`config.mk`:
```
export PLATFORM = sky130hd
export DESIGN_NAME = line_clear_engine_flat
export DESIGN_NICKNAME = d
export VERILOG_FILES = /design/src/rtl/line_clear_if.sv /design/src/rtl/line_clear_engine.sv /design/src/flat_wrapper.sv
export SDC_FILE = /design/constraint.sdc
export NUM_CORES = 1
export LEC_CHECK = 0
export ABC_AREA = 1
export CELL_PAD_IN_SITES_DETAIL_PLACEMENT = 1
export CELL_PAD_IN_SITES_GLOBAL_PLACEMENT = 1
export CORE_MARGIN = 2
export CORE_UTILIZATION = 36
export CTS_CLUSTER_DIAMETER = 200
export DETAILED_ROUTE_END_ITERATION = 8
export PLACE_DENSITY_LB_ADDON = 0.2
export SLEW_MARGIN = 20
export SYNTH_ARGS = -nofsm -noshare
export SYNTH_HDL_FRONTEND = slang
export SYNTH_SLANG_ARGS = --single-unit
```
`constraint.sdc`:
```
create_clock -name CLK -period 9.5 [get_ports CLK]
set_input_delay 1.9 -clock CLK [delete_from_list [all_inputs] [get_ports CLK]]
set_output_delay 1.9 -clock CLK [all_outputs]
set_load 0.05 [all_outputs]
```
`src/rtl/line_clear_if.sv`:
```
// Bundle between the line-clear engine and its controller/RAM port.
// Control handshake: start and load_level are single-cycle requests that
// are only honoured while the engine is idle (busy=0, done=0); done is a
// single-cycle completion pulse and busy drops in that same cycle.
// RAM port: mem_rd and mem_wr are one-cycle strobes qualified by mem_addr;
// read data must be presented on mem_rdata exactly one cycle after mem_rd.
// state_dbg mirrors the engine's FSM state register for observation.
interface line_clear_if;
    logic        start;
    logic        load_level;
    logic [15:0] level_init;
    logic        busy;
    logic        done;
    logic [2:0]  cleared;
    logic [15:0] lines_bcd;
    logic [15:0] level_bcd;
    logic [10:0] mem_addr;
    logic        mem_rd;
    logic        mem_wr;
    logic [31:0] mem_wdata;
    logic [31:0] mem_rdata;
    logic [2:0]  state_dbg;

    modport slave (
        input  start, load_level, level_init, mem_rdata,
        output busy, done, cleared, lines_bcd, level_bcd,
               mem_addr, mem_rd, mem_wr, mem_wdata, state_dbg
    );

    modport master (
        output start, load_level, level_init, mem_rdata,
        input  busy, done, cleared, lines_bcd, level_bcd,
               mem_addr, mem_rd, mem_wr, mem_wdata, state_dbg
    );
endinterface

```
`src/rtl/line_clear_engine.sv`:
```
// Line-clear engine: scans the 20 board rows bottom-to-top, drops full
// rows, compacts the rest downwards, blanks the vacated top rows and then
// writes the updated {level, lines} BCD word for the display.
// Optional feature macro: LEVEL_AUTO_EN -- when defined, the level counter
// advances by one each time a pass carries lines_bcd across a tens boundary.
module line_clear_engine (
    input  logic          CLK,
    input  logic          RESET,
    line_clear_if.slave   bus
);
    localparam int          ROWS       = 20;
    localparam logic [10:0] ROW0_ADDR  = 11'h002;
    localparam logic [10:0] LL_ADDR    = 11'h000;
    localparam logic [1:0]  EMPTY_CODE = 2'b00;

    localparam logic [2:0] S_IDLE = 3'd0;
    localparam logic [2:0] S_RD   = 3'd1;
    localparam logic [2:0] S_WAIT = 3'd2;
    localparam logic [2:0] S_EVAL = 3'd3;
    localparam logic [2:0] S_FILL = 3'd4;
    localparam logic [2:0] S_WB   = 3'd5;
    localparam logic [2:0] S_DONE = 3'd6;

    logic [2:0]  state;
    logic [4:0]  src;        // row being examined
    logic [4:0]  dst;        // next row slot to be written
    logic [4:0]  full_cnt;   // true number of full rows (up to 20); drives FILL length
    logic [31:0] row_q;      // captured row word
    logic [15:0] lines_q;
    logic [15:0] level_q;
    logic [2:0]  cleared_q;

    logic        row_full;
    logic [4:0]  full_cnt_nxt;
    logic [2:0]  cnt_sat;
    logic [15:0] lines_next;
    logic [15:0] level_next;

    // Four-digit BCD add of a small increment with per-digit carry; an
    // overflow out of the top digit clamps the result to 9999.
    function automatic logic [15:0] bcd_add_sat(input logic [15:0] a, input logic [2:0] inc);
        logic [15:0] r;
        logic [4:0]  d;
        logic [4:0]  c;
        r = '0;
        c = {2'b00, inc};
        for (int i = 0; i < 4; i++) begin
            d = {1'b0, a[4*i +: 4]} + c;
            if (d > 5'd9) begin
                d = d - 5'd10;
                c = 5'd1;
            end else begin
                c = 5'd0;
            end
            r[4*i +: 4] = d[3:0];
        end
        if (c != 5'd0) begin
            r = 16'h9999;
        end
        return r;
    endfunction

    // A row is full when none of its ten 2-bit cells holds the empty code.
    always_comb begin
        row_full = 1'b1;
        for (int i = 0; i < 10; i++) begin
            if (row_q[2*i +: 2] == EMPTY_CODE) begin
                row_full = 1'b0;
            end
        end
    end

    // Counter arithmetic for the write-back: saturated clear count and new BCD values.
    always_comb begin
        full_cnt_nxt = full_cnt + {4'd0, row_full};
        cnt_sat      = (full_cnt > 5'd4) ? 3'd4 : full_cnt[2:0];
        lines_next   = bcd_add_sat(lines_q, cnt_sat);
`ifdef LEVEL_AUTO_EN
        // Increments are at most 4, so at most one tens boundary is crossed.
        level_next   = (lines_next[15:4] != lines_q[15:4]) ? bcd_add_sat(level_q, 3'd1) : level_q;
`else
        level_next   = level_q;
`endif
    end

    // RAM strobes, address and data decoded from the current state.
    always_comb begin
        bus.mem_rd    = 1'b0;
        bus.mem_wr    = 1'b0;
        bus.mem_addr  = '0;
        bus.mem_wdata = '0;
        case (state)
            S_RD: begin
                bus.mem_rd   = 1'b1;
                bus.mem_addr = ROW0_ADDR + {6'd0, src};
            end
            S_EVAL: begin
                // Rows that stay put are not rewritten.
                if (!row_full && (dst != src)) begin
                    bus.mem_wr    = 1'b1;
                    bus.mem_addr  = ROW0_ADDR + {6'd0, dst};
                    bus.mem_wdata = row_q;
                end
            end
            S_FILL: begin
                bus.mem_wr    = 1'b1;
                bus.mem_addr  = ROW0_ADDR + {6'd0, dst};
                bus.mem_wdata = 32'h0;
            end
            S_WB: begin
                bus.mem_wr    = 1'b1;
                bus.mem_addr  = LL_ADDR;
                bus.mem_wdata = {level_next, lines_next};
            end
            default: begin
            end
        endcase
    end

    // Status outputs follow the state register and committed counters.
    always_comb begin
        bus.busy      = (state != S_IDLE) && (state != S_DONE);
        bus.done      = (state == S_DONE);
        bus.cleared   = cleared_q;
        bus.lines_bcd = lines_q;
        bus.level_bcd = level_q;
        bus.state_dbg = state;
    end

    // Pass sequencer: read/wait/evaluate per row, blank-fill, write-back, done.
    always_ff @(posedge CLK) begin
        if (RESET) begin
            state     <= S_IDLE;
            src       <= '0;
            dst       <= '0;
            full_cnt  <= '0;
            row_q     <= '0;
            lines_q   <= '0;
            level_q   <= '0;
            cleared_q <= '0;
        end else begin
            case (state)
                S_IDLE: begin
                    if (bus.load_level) begin
                        level_q <= bus.level_init;
                        lines_q <= '0;
                    end
                    if (bus.start) begin
                        src      <= 5'(ROWS - 1);
                        dst      <= 5'(ROWS - 1);
                        full_cnt <= '0;
                        state    <= S_RD;
                    end
                end
                S_RD: begin
                    state <= S_WAIT;
                end
                S_WAIT: begin
                    row_q <= bus.mem_rdata;
                    state <= S_EVAL;
                end
                S_EVAL: begin
                    full_cnt <= full_cnt_nxt;
                    if (!row_full) begin
                        dst <= dst - 5'd1;
                    end
                    if (src == 5'd0) begin
                        state <= (full_cnt_nxt != 5'd0) ? S_FILL : S_WB;
                    end else begin
                        src   <= src - 5'd1;
                        state <= S_RD;
                    end
                end
                S_FILL: begin
                    // dst counts down to row 0, giving one blank row per removed row.
                    dst <= dst - 5'd1;
                    if (dst == 5'd0) begin
                        state <= S_WB;
                    end
                end
                S_WB: begin
                    lines_q   <= lines_next;
                    level_q   <= level_next;
                    cleared_q <= cnt_sat;
                    state     <= S_DONE;
                end
                S_DONE: begin
                    state <= S_IDLE;
                end
                default: begin
                    state <= S_IDLE;
                end
            endcase
        end
    end
endmodule

```
`src/flat_wrapper.sv`:
```
// flat-port wrapper written by rule: the top's interface ports become plain ports
module line_clear_engine_flat 
  (CLK, RESET, bus_start, bus_load_level, bus_level_init, bus_mem_rdata, bus_busy, bus_done, bus_cleared, bus_lines_bcd, bus_level_bcd, bus_mem_addr, bus_mem_rd, bus_mem_wr, bus_mem_wdata, bus_state_dbg);
  line_clear_if bus_i ();
  input  logic CLK;
  input  logic RESET;
  input wire logic [$bits(bus_i.start)-1:0] bus_start;
  input wire logic [$bits(bus_i.load_level)-1:0] bus_load_level;
  input wire logic [$bits(bus_i.level_init)-1:0] bus_level_init;
  input wire logic [$bits(bus_i.mem_rdata)-1:0] bus_mem_rdata;
  output wire logic [$bits(bus_i.busy)-1:0] bus_busy;
  output wire logic [$bits(bus_i.done)-1:0] bus_done;
  output wire logic [$bits(bus_i.cleared)-1:0] bus_cleared;
  output wire logic [$bits(bus_i.lines_bcd)-1:0] bus_lines_bcd;
  output wire logic [$bits(bus_i.level_bcd)-1:0] bus_level_bcd;
  output wire logic [$bits(bus_i.mem_addr)-1:0] bus_mem_addr;
  output wire logic [$bits(bus_i.mem_rd)-1:0] bus_mem_rd;
  output wire logic [$bits(bus_i.mem_wr)-1:0] bus_mem_wr;
  output wire logic [$bits(bus_i.mem_wdata)-1:0] bus_mem_wdata;
  output wire logic [$bits(bus_i.state_dbg)-1:0] bus_state_dbg;
  assign bus_i.start = bus_start;
  assign bus_i.load_level = bus_load_level;
  assign bus_i.level_init = bus_level_init;
  assign bus_i.mem_rdata = bus_mem_rdata;
  assign bus_busy = bus_i.busy;
  assign bus_done = bus_i.done;
  assign bus_cleared = bus_i.cleared;
  assign bus_lines_bcd = bus_i.lines_bcd;
  assign bus_level_bcd = bus_i.level_bcd;
  assign bus_mem_addr = bus_i.mem_addr;
  assign bus_mem_rd = bus_i.mem_rd;
  assign bus_mem_wr = bus_i.mem_wr;
  assign bus_mem_wdata = bus_i.mem_wdata;
  assign bus_state_dbg = bus_i.state_dbg;
  line_clear_engine u_core (.CLK(CLK), .RESET(RESET), .bus(bus_i));
endmodule
```
==> metrics.md <==
| Metric | Value |
|---|---|
| Status | finished clean |
| Critical Path End Type | primary output |
| Antenna-violating nets left | 0 |
| Via count | 4692 |
| Initial Util | 0.372 |
| First-pass GRT wire length | 24.4 mm |
| Port Buffers | 131 |
| Non-Filler Instances | 922 |
| Metal-1 WL | 6.77 mm |
| EDFF count, synth | 0 |
| Synth cell count leaders | nand2_1 (102), inv_1 (90), dfxtp_1 (85), a21oi_1 (77), o21ai_0 (75) |
| Worst Skew | 0.00520 ns |
| LEAKAGE | 2.53 nW |
| Startpoint types | flop |
| Mapped Area | 0.00451 mm² |
| TritonCTS Buffers | 9 |
| Nets | 825 |
| Row count | 40 |
| Vias in the first global route | 4829 |
| Num ports | 137 |
| Placed insts | 906 |
| Critical path peak fanout | 5 |
| Slowest CP cell | clkdlybuf4s50_1 |
| Root buf cell | clkbuf_16 |
| Crit path kind | reg2out |
| CTS HTree Levels | 3 |
| Pin count of the biggest net entering global routing | 65 |
| Final Hold Fails | 0 |
| Wire per inst | 16.5 µm |
| Async SR Flop Fraction | 0 |
| Synth cell types | 36 |
| Placed Area | 0.00591 mm² |
| Antenna violations before repair | 0 |
| RSZ-0062 raised after global routing | no |
| Routed met2 length | 7.20 mm |
| Max-cap violations | 0 |
| Register bit total from synthesis | 85 |
| Avg Cell Area, Syn | 7.14 µm² |
| Routed wl met3 | 1.00 mm |
| Final Slew Violations | 0 |
| CTS tree | built |
| Hold buffer count at CTS | 0 |
| GP Congestion | 0.871 |
| Final instance area | 0.00623 mm² |
| Most used cell, CP | nand2_1 |
| Top cell type's share of synthesized area | 0.377 |
| Clk pin slew, worst setup/hold paths | 0.06 ns |
| DIE AREA | 0.0134 mm² |
| Uppermost layer routed | met4 |
| Total GRT Usage | 0.233 |
| Routed vias/inst | 5.09 |
| Final WL | 15.2 mm |
| Pwr dens | 172 mW/mm² |
| Synth area leaders | dfxtp_1 (38%), a21oi_1 (8.5%), nand2_1 (8.5%) |
| Relative slew slack | 0.292 |
| Top_reg_cell synth | dfxtp_1 |
| Share of layout cells above drive strength 1 | 0.0584 |
| 1st-iter DRT viols | 158 |
| Final Critical Period | 8.89 ns |
| Req. time, crit path | 7.60 ns |
| Cell taking the most area after synthesis | dfxtp_1 |
| Final period utilization | 0.936 |
| Peak supply drop | 87.5 µV |
| Maximum root-to-sink buffer count | 2 |
| CP Data Arrival Time | 6.99 ns |
| Die extent in x | 116 µm |
| Die height | 116 µm |
| Slew @ Worst Pin | 1.06 ns |
| CP peak stage delay | 0.87 ns |
| Fraction of the yosys area taken by sequential cells | 0.377 |
| DR pass1 iterations | 4 |
| Final setup violation count | 0 |
| GRT Residual Overflow | 0 |
| HPWL Detailed | 11.4 mm |
| Area grow syn2layout | 38.2% |
| Max Fclk | 113 MHz |
| Clock Latency Late Sink | 0.35 ns |
| Final hold slack | 0.462 ns |
| Ant. Diodes | 0 |
| Hold crit path type | reg2reg |
| Synth Instances | 632 |
| Setup TNS | 0 ns |
| Number of warnings issued by yosys | 0 |
| Most instantiated library cell after synthesis | nand2_1 |
| Sink Count | 85 |
| Core ar. | 0.0121 mm² |
| Drc violations | 0 |
metal layers:
layer  global-route usage  vias up
li1                     -     2295
met1                0.294     2263
met2                0.385      117
met3               0.0638       17
met4               0.0786        0
met5                    0        -
registers in the layout (all words and copies together) (netlist names):
register	cells
u_core.dst	5
u_core.src	5
u_core.bus.lines_bcd	16
u_core.bus.cleared	3
u_core.bus.state_dbg	3
u_core.row_q	32
u_core.bus.level_bcd	16
u_core.full_cnt	5
logic make-up (layout without fill, tap and decap cells):
| logic type | count (synthesis) | after routing | share of synthesized area |
|---|---|---|---|
| AO/OA/AOI/OAI | 188 | 188 | 0.221 |
| XOR/XNOR | 19 | 19 | 0.0369 |
| adder cells (fa/ha/maj) | 24 | 24 | 0.0682 |
| buffers and inverters | 132 | 250 | 0.119 |
| flip-flops | 85 | 85 | 0.377 |
| other | 1 | 5 | 0.000831 |
| AND/OR/NAND/NOR | 183 | 183 | 0.177 |
worst paths after layout:
check,cells past startpoint,from,slack (ns),endpoint
worst max-delay path,36,u_core.full_cnt[1]$_SDFFE_PP0P_,0.61,bus_mem_wdata[14]
worst min-delay path,2,u_core.row_q[28]$_SDFFE_PP0P_,0.46,u_core.row_q[28]$_SDFFE_PP0P_
worst max register to register,35,u_core.full_cnt[1]$_SDFFE_PP0P_,3.63,u_core.bus.lines_bcd[0]$_SDFFE_PP0P_
worst min register to register,2,u_core.row_q[28]$_SDFFE_PP0P_,0.46,u_core.row_q[28]$_SDFFE_PP0P_
worst max-delay path: cells and delay by family (launching register included):
kind	cells	cell delay [ns]
AND/OR/NAND/NOR	16	1.82
AO/OA/AOI/OAI	4	0.61
XOR/XNOR	3	0.75
buffers and inverters	4	1.05
adder cells (fa/ha/maj)	9	2.03
flip-flops	1	0.35
metrics by stage:
stage	util	total power, mW	setup WS, ns
floorplan	-	0.598	2.25
global placement	0.488	0.680	1.55
detailed placement	0.488	0.687	1.02
CTS	0.514	1.08	0.595
global route	0.515	1.12	0.00348
finish	0.515	1.07	0.612
layout make-up:
type                    instances  area (µm²)
multi-input cells             419        2290
flip-flops and latches         85        1700
clock buffers                   9         225
repair buffers                133        1330
inverters                     101         379
fillers                      1544        5880
well taps                     168         210
clock inverters                 7        97.6
cells in the final DEF, fill, tap and decap left out, types with 3 or more instances in the layout:
| master | instances |
|---|---|
| a21oi_1 | 77 |
| a31oi_1 | 3 |
| clkbuf_16 | 9 |
| clkdlybuf4s50_1 | 130 |
| conb_1 | 5 |
| dfxtp_1 | 85 |
| ha_1 | 23 |
| inv_1 | 90 |
| inv_2 | 11 |
| nand2_1 | 101 |
| nand2_2 | 4 |
| nand3_1 | 34 |
| nand3_2 | 4 |
| nand4_1 | 3 |
| nor2_1 | 26 |
| nor3_1 | 4 |
| o21ai_0 | 75 |
| o21ai_1 | 6 |
| o22ai_1 | 22 |
| xnor2_1 | 11 |
| xor2_1 | 8 |
report_power, final:
group	switching [mW]	total (mW)	leakage [nW]	internal (mW)
sequential	0.0233	0.412	0.695	0.389
clock	0.157	0.389	0.152	0.232
combinational	0.178	0.268	1.68	0.0904
total	0.358	1.07	2.53	0.711
repair_timing:
action | 4_1_cts | 5_1_grt
hold endpoints to repair | 0 | 0
gates resized for setup | 0 | 1
buffers inserted | 0 | 0
endpoints found under the setup margin | 0 | 1
No activity file was read; power rests on OpenSTA's default activity.
